### config.mk
export PLATFORM = sky130hd
export DESIGN_NAME = tuart_tx_frame
export DESIGN_NICKNAME = d
export VERILOG_FILES = /design/src/rtl/tuart_tx_frame.sv
export SDC_FILE = /design/constraint.sdc
export NUM_CORES = 1
export LEC_CHECK = 0
export CORE_MARGIN = 3
export CORE_UTILIZATION = 52
export DETAILED_ROUTE_END_ITERATION = 10
export PLACE_DENSITY = 0.91
export SYNTH_ARGS = -nofsm -noshare
export SYNTH_HDL_FRONTEND = slang
export SYNTH_SLANG_ARGS = --single-unit
### constraint.sdc
create_clock -name clk_i -period 5.21 [get_ports clk_i]
set_clock_uncertainty 0.05 [all_clocks]
set_input_delay 1.563 -clock clk_i [delete_from_list [all_inputs] [get_ports clk_i]]
set_output_delay 1.563 -clock clk_i [all_outputs]
set_load 0.02 [all_outputs]
### src/rtl/tuart_tx_frame.sv
// UART transmitter that serialises the selected words of a latched command buffer.
// Words go out in ascending index order; XON/XOFF pauses the stream only between words.
module tuart_tx_frame #(
  parameter int WORD_BITS      = 8,
  parameter int CMD_WORDS      = 4,
  parameter int CLK_PER_SAMPLE = 5,
  parameter int PARITY         = 0,
  parameter int STOP_BITS      = 1,
  parameter int LSB_FIRST      = 1
) (
  input  logic                           clk_i,
  input  logic                           rst_i,
  input  logic                           stb_i,
  output logic                           rdy_o,
  input  logic [CMD_WORDS*WORD_BITS-1:0] data_i,
  input  logic [CMD_WORDS-1:0]           sel_i,
  input  logic                           xstb_i,
  input  logic                           xoff_i,
  input  logic                           xon_i,
  output logic                           tx_o
);

  localparam int CNT_W  = $clog2(CLK_PER_SAMPLE);
  localparam int BIT_W  = $clog2(WORD_BITS);
  localparam int WIDX_W = (CMD_WORDS > 1) ? $clog2(CMD_WORDS) : 1;

  typedef enum logic [2:0] {
    S_IDLE, S_START, S_DATA, S_PARITY, S_STOP, S_PAUSE
  } state_t;

  state_t                         state_q, state_d;
  logic [CNT_W-1:0]               cnt_q, cnt_d;
  logic [BIT_W-1:0]               bit_q, bit_d;
  logic                           stop_q, stop_d;
  logic                           paused_q, paused_d;
  logic [CMD_WORDS*WORD_BITS-1:0] data_q, data_d;
  logic [CMD_WORDS-1:0]           sel_q, sel_d;

  logic [WORD_BITS-1:0] words [CMD_WORDS];
  logic [CMD_WORDS-1:0] cur_onehot;
  logic [CMD_WORDS-1:0] rest_sel;
  logic [WIDX_W-1:0]    widx;
  logic [WORD_BITS-1:0] cur_word;
  logic [BIT_W-1:0]     bit_sel;
  logic                 data_bit;
  logic                 par_bit;
  logic                 cnt_done;
  logic                 bit_last;
  logic                 stop_last;
  logic                 accept;
  logic                 timed_state;
  logic                 word_end;

  genvar gi;
  generate
    for (gi = 0; gi < CMD_WORDS; gi++) begin : g_words
      assign words[gi] = data_q[gi*WORD_BITS +: WORD_BITS];
    end
  endgenerate

  // sel_q holds the words still to send; the lowest set bit is the word on the line.
  assign cur_onehot = sel_q & (~sel_q + CMD_WORDS'(1));
  assign rest_sel   = sel_q & ~cur_onehot;

  always_comb begin
    widx = '0;
    for (int i = CMD_WORDS - 1; i >= 0; i--) begin
      if (sel_q[i]) widx = WIDX_W'(i);
    end
  end

  assign cur_word    = words[widx];
  assign bit_sel     = (LSB_FIRST != 0) ? bit_q : (BIT_W'(WORD_BITS - 1) - bit_q);
  assign data_bit    = cur_word[bit_sel];
  assign par_bit     = (PARITY == 1) ? ~^cur_word : ^cur_word;
  assign cnt_done    = (cnt_q == CNT_W'(CLK_PER_SAMPLE - 1));
  assign bit_last    = (bit_q == BIT_W'(WORD_BITS - 1));
  assign stop_last   = (STOP_BITS == 1) || stop_q;
  assign accept      = (state_q == S_IDLE) && stb_i && (|sel_i);
  assign timed_state = (state_q == S_START) || (state_q == S_DATA) ||
                       (state_q == S_PARITY) || (state_q == S_STOP);
  assign word_end    = (state_q == S_STOP) && cnt_done && stop_last;

  // Flag updates are visible to the same-cycle word-boundary decision.
  always_comb begin
    paused_d = paused_q;
    if (xstb_i && xoff_i && !xon_i) begin
      paused_d = 1'b1;
    end else if (xstb_i && xon_i && !xoff_i) begin
      paused_d = 1'b0;
    end
  end

  always_ff @(posedge clk_i) begin
    if (rst_i) begin
      state_q  <= S_IDLE;
      cnt_q    <= '0;
      bit_q    <= '0;
      stop_q   <= 1'b0;
      paused_q <= 1'b0;
      data_q   <= '0;
      sel_q    <= '0;
    end else begin
      state_q  <= state_d;
      cnt_q    <= cnt_d;
      bit_q    <= bit_d;
      stop_q   <= stop_d;
      paused_q <= paused_d;
      data_q   <= data_d;
      sel_q    <= sel_d;
    end
  end

  always_comb begin
    state_d = state_q;
    case (state_q)
      S_IDLE: begin
        if (accept) state_d = paused_d ? S_PAUSE : S_START;
      end
      S_START: begin
        if (cnt_done) state_d = S_DATA;
      end
      S_DATA: begin
        if (cnt_done && bit_last) state_d = (PARITY != 0) ? S_PARITY : S_STOP;
      end
      S_PARITY: begin
        if (cnt_done) state_d = S_STOP;
      end
      S_STOP: begin
        if (word_end) begin
          if (rest_sel == '0) begin
            state_d = S_IDLE;
          end else if (paused_d) begin
            state_d = S_PAUSE;
          end else begin
            state_d = S_START;
          end
        end
      end
      S_PAUSE: begin
        if (!paused_d) state_d = S_START;
      end
      default: state_d = S_IDLE;
    endcase
  end

  always_comb begin
    cnt_d  = '0;
    bit_d  = '0;
    stop_d = 1'b0;
    data_d = data_q;
    sel_d  = sel_q;
    if (timed_state && !cnt_done) begin
      cnt_d = cnt_q + CNT_W'(1);
    end
    if (state_q == S_DATA) begin
      bit_d = bit_q;
      if (cnt_done) bit_d = bit_last ? '0 : (bit_q + BIT_W'(1));
    end
    if (state_q == S_STOP) begin
      stop_d = stop_q;
      if (cnt_done) stop_d = !stop_last;
    end
    if (accept) begin
      data_d = data_i;
      sel_d  = sel_i;
    end
    if (word_end) begin
      sel_d = rest_sel;
    end
  end

  always_comb begin
    tx_o  = 1'b1;
    rdy_o = 1'b0;
    case (state_q)
      S_IDLE:   rdy_o = 1'b1;
      S_START:  tx_o  = 1'b0;
      S_DATA:   tx_o  = data_bit;
      S_PARITY: tx_o  = par_bit;
      default:  tx_o  = 1'b1;
    endcase
  end

endmodule
== Word-level counts from Yosys, hierarchy flattened ==
Index checks and enable logic that the tools add are counted.
Storage, ports and cells
  register bits: 46
  input port bits: 42
  output and inout bits: 2
  logic and storage cells: 79
Operators by class
  add/sub/neg operators: 3
  magnitude comparators: 2
  eq/ne operators: 13
  mux-type cells: 25
  bitwise operators: 7
  reductions and logical operators: 23
Operators by type and width (count)
  2-to-1 mux 3 bit: 9
  case mux 3 bit (6 select lines): 1
  binary-select mux 8 bit (select 2 bit): 1
  2-to-1 mux 8 bit: 2
  == test 3 bit, second input constant: 4
  != test 2 bit, second input constant: 5
  logical AND 1 bit: 9
  bitwise AND 4 bit: 2
  2-to-1 mux 2 bit: 4
  2-to-1 mux 4 bit: 2
  NOT 4 bit: 2
  XOR reduction 8 bit: 1
  adder 3 x 1 -> 3 bit, second input constant: 2
  == test 3 x 2 -> 1 bit, second input constant: 2
  AND reduction 6 bit: 1
  adder 4 x 1 -> 4 bit, second input constant: 1
  logical NOT 4 bit: 1
  < comparator 3 x 4 -> 1 bit, second input constant: 1
  2-to-1 mux 1 bit: 4
  OR reduction 2 bit: 2
  OR reduction 4 bit: 1
  binary-select mux 1 bit (select 3 bit): 1
  == test 3 x 1 -> 1 bit, second input constant: 1
  greater-or-equal comparator 3 bit, second input constant: 1
  8 further kinds: 13

== Longest topological paths before layout ==
  word-level depth: 11
  depth in mapped cells: 10
  depth with buffers taken out: 9

== Least setup slack after synthesis ==
Ideal clock, no wire load.
  kind: register -> output
  from: register sel_q[3]
  to: output port tx_o
  arrival time: 1.924 ns
  required time: 3.597 ns
  path slack: 1.673 ns
  stages on the path, launching flop included: 8
  buffers on the path: 1
  cells stage by stage: dfxtp_1 -> buf_6 -> or4b_1 -> o211ai_2 -> o21ai_0 -> o211ai_2 -> xnor3_1 -> o221ai_2
Between the ends
  cells in the longest elaborated chain, start to end: 11
  elaborated cells between the ends (all ways): 12
  classes of those cells: mux: 10; bitwise: 1; reduce/logical: 1
RTL lines
  from (decl): line 37  | logic [CMD_WORDS-1:0] sel_q, sel_d;
  from (signal assigned): line 110  | sel_q <= sel_d;
  2-to-1 mux 2 bit (*) (4 in a row): line 68  | if (sel_q[i]) widx = WIDX_W'(i);
  NOT 2 -> 3 bit (not written as such) (*): line 72  | assign cur_word = words[widx];
  binary-select mux 8 bit (select 2 bit) (*): line 72
  2-to-1 mux 8 bit (not written as such) (*) (2 in a row): line 72
  binary-select mux 1 bit (select 3 bit): line 74  | assign data_bit = cur_word[bit_sel];
  2-to-1 mux 1 bit (not written as such): line 74
  case mux 1 bit (3 select lines) (*): line 176  | case (state_q)
  to (decl): line 20  | output logic tx_o
Every way passes the cells marked *; elsewhere a longest branch is shown, timed or not. The select of a mux whose other input is x is not followed.

== Final worst setup path ==
  from: register sel_q[2]
  to: output port tx_o
Between the ends
  cells in the longest elaborated chain, start to end: 10
  elaborated cells between the ends (all ways): 11
  classes of those cells: mux: 9; bitwise: 1; reduce/logical: 1
RTL lines (line)
  2-to-1 mux 2 bit (*) (3 in a row): 68
  NOT 2 -> 3 bit (not written as such) (*): 72
  binary-select mux 8 bit (select 2 bit) (*): 72
  2-to-1 mux 8 bit (not written as such) (*) (2 in a row): 72
  binary-select mux 1 bit (select 3 bit): 74
  2-to-1 mux 1 bit (not written as such): 74
  case mux 1 bit (3 select lines) (*): 176
Marked as above.

==> flow_summary.yaml <==
routing:
  vias: 2372
  drt_iter0_markers: 282
  drt_pass1_iterations: 5
  drcViolationCount: 0
  totalWireLength_um: 5950
  drtAntennaViolNets: 0
  vias_per_cell: 5.86
  wl_per_cell_um: 14.7
logic_synthesis:
  ys_top_cells_by_count: "nand2_1 (86), a21oi_1 (52), dfxtp_1 (46)"
  ys_ff_latch: 46
  syn_avg_cell_area_um2: 7.62
  yosysTopAreaCell: "dfxtp_1"
  seq_area_frac_synth_pct: 37.8
  syn_inst: 320
  netlist.area_leader.share_pct: 37.8
  synth_area_leaders: "dfxtp_1 (38%), nand2_1 (13%), a21oi_1 (11%)"
  async_reset_ff_share_pct: 0
  synth-edff-count: 0
  yosysMostFrequentCell: "nand2_1"
  ys.flop_type: "dfxtp_1"
  syn_area_mm2: 0.00244
  ys_warn_count: 0
  synth.distinct_cells: 51
  syn_nets: 366
status:
  outcome: "complete, no violations"
floorplanning:
  die_y_um: 74.5
  core_mm2: 0.00444
  die-area_mm2: 0.00555
  ios: 44
  start_util_pct: 54.8
  die_w_um: 74.5
  rows: 24
clock_network:
  clk_latency_ns: 0.30
  cts_tree: "yes"
  clock-sinks: 46
  cts.clk_slew.worst_paths_ns: 0.09
  cts_hold_buffers: 0
  clockBufferDepth: 2
  cts_setup_buffers: 0
  root_buffer: "clkbuf_8"
  postCtsResizedCells: 0
  ctsHtreeMaxLevel: 2
  cts_buffers: 5
sta:
  worst_pin_slew_ns: 0.767
  setup_viol: 0
  fin_crit_ns: 5.00
  finalCritPeriodShare_pct: 96.0
  rsz0062_at_grt: "false"
  tns_ns: 0
  slew_violations: 0
  hold_viol_final: 0
  relSlewSlack_pct: 48.7
  fmax_mhz: 200
power_and_ir_drop:
  irDropWorstVdd_mv: 0.236
  leakage_nw: 1.11
  power_density_mw_per_mm2: 406
layout:
  syn_to_final_growth_pct: 22.7
  regArea_um2: 921
  fillers: 357
  multi_input_area_mm2: 0.00137
  drive_gt1_share_pct: 6.52
  fin_nets: 398
  fin_util_pct: 67.3
  insertedDiodeCount: 0
critical_path:
  worstPathRequired_ns: 3.60
  critPathKind: "reg -> out"
  cp-start-kind: "flop"
  critPathCaptureType: "primary output"
  worstPathMaxFanout: 23
  arrival_ns: 3.39
placement:
  finalWeightedCongestion: 0.869
  port_buffers: 43
  hpwlAfterDp_um: 4160
grt:
  antenna_found_initial: 0
  overflow: 0
  grt_max_degree: 25
  grt_pass1_vias: 2171
  grt_use_total_pct: 22.4
  grt_first_pass_wirelength_um: 9660
min_path:
  min_path_type: "reg -> reg"
run:
  cap_violations: 0
[sequential cells by signal, summed over array words and instances (netlist names)]
name / count
bit_q: 3
cnt_q: 3
data_q: 32
paused_q: 1
sel_q: 4
state_q: 3
[critical path, cell delays in order (launching register included)]
cell             delay [ns]
dfxtp_1                0.72
nor3_1                 0.21
or2_1                  0.40
a221o_1                0.42
mux2i_1                0.17
a21oi_2                0.05
xnor3_1                0.35
o221ai_2               0.14
clkdlybuf4s50_1        0.63
[final cells by class]
type / count / share of cell area [%]
repair buffers: 47 / 15.4
clock inverters: 3 / 2.30
multi-input cells: 243 / 45.9
well taps: 52 / 2.18
flip-flops and latches: 46 / 30.8
clock buffers: 5 / 2.30
inverters: 9 / 1.13
[path summary, 6_finish.rpt]
check | start | end | slack (ns) | depth (start not counted)
max | sel_q[2] | tx_o | 0.21 | 8
min | cnt_q[0] | cnt_q[0] | 0.40 | 1
max reg2reg | state_q[0] | sel_q[2] | 3.14 | 7
min reg2reg | cnt_q[0] | cnt_q[0] | 0.40 | 1
[power breakdown]
group / leakage, nW / switching (mW) / internal [mW]
Clock: 0.0683 / 0.120 / 0.192
Sequential: 0.377 / 0.0655 / 0.406
Combinational: 0.669 / 0.230 / 0.202
Total: 1.11 / 0.415 / 0.800
[cells in the final DEF (no fill, tap or decap), types with 4 or more instances in the layout]
master / netlist / layout
a22oi_1: 5 / 5
o21ai_0: 12 / 12
a21oi_1: 52 / 52
nor2_1: 15 / 15
mux2i_1: 4 / 4
nor3_1: 5 / 5
dfxtp_1: 46 / 46
nand2_1: 86 / 86
inv_1: 9 / 9
clkbuf_8: 0 / 5
clkdlybuf4s50_1: 0 / 43
ha_1: 4 / 4
buf_4: 0 / 4
[per-stage QoR]
| step | std cells | hold WS, ns | worst slack, ns | power, mW | cell area (um2) |
|---|---|---|---|---|---|
| floorplan | 320 | 0.367 | 1.67 | 0.793 | 2440 |
| global placement | 397 | 0.380 | 0.712 | 0.887 | 2850 |
| detailed placement | 397 | 0.391 | 0.603 | 0.900 | 2850 |
| CTS | 405 | 0.404 | 0.227 | 1.21 | 2990 |
| global route | 405 | 0.435 | 0.0535 | 1.29 | 2990 |
| finish | 405 | 0.402 | 0.208 | 1.22 | 2990 |
[routing by layer]
layer	track usage, %	vias up	routed length [um]
li1	-	1178	-
met1	28.4	1066	2460
met2	36.5	114	2880
met3	5.81	14	459
met4	8.70	0	149
met5	0	-	0
[kinds of logic after synthesis]
logic type / count (synthesis) / share of synthesized area [%]
adders and majority gates: 4 / 2.05
and+or+nand+nor: 132 / 24.0
xor gates and xnor gates: 4 / 2.00
muxes: 5 / 2.57
DFF: 46 / 37.8
buffers and inverters: 31 / 5.90
AOI/OAI and AO/OA: 98 / 25.7
Power figures use the tool's default switching activity.
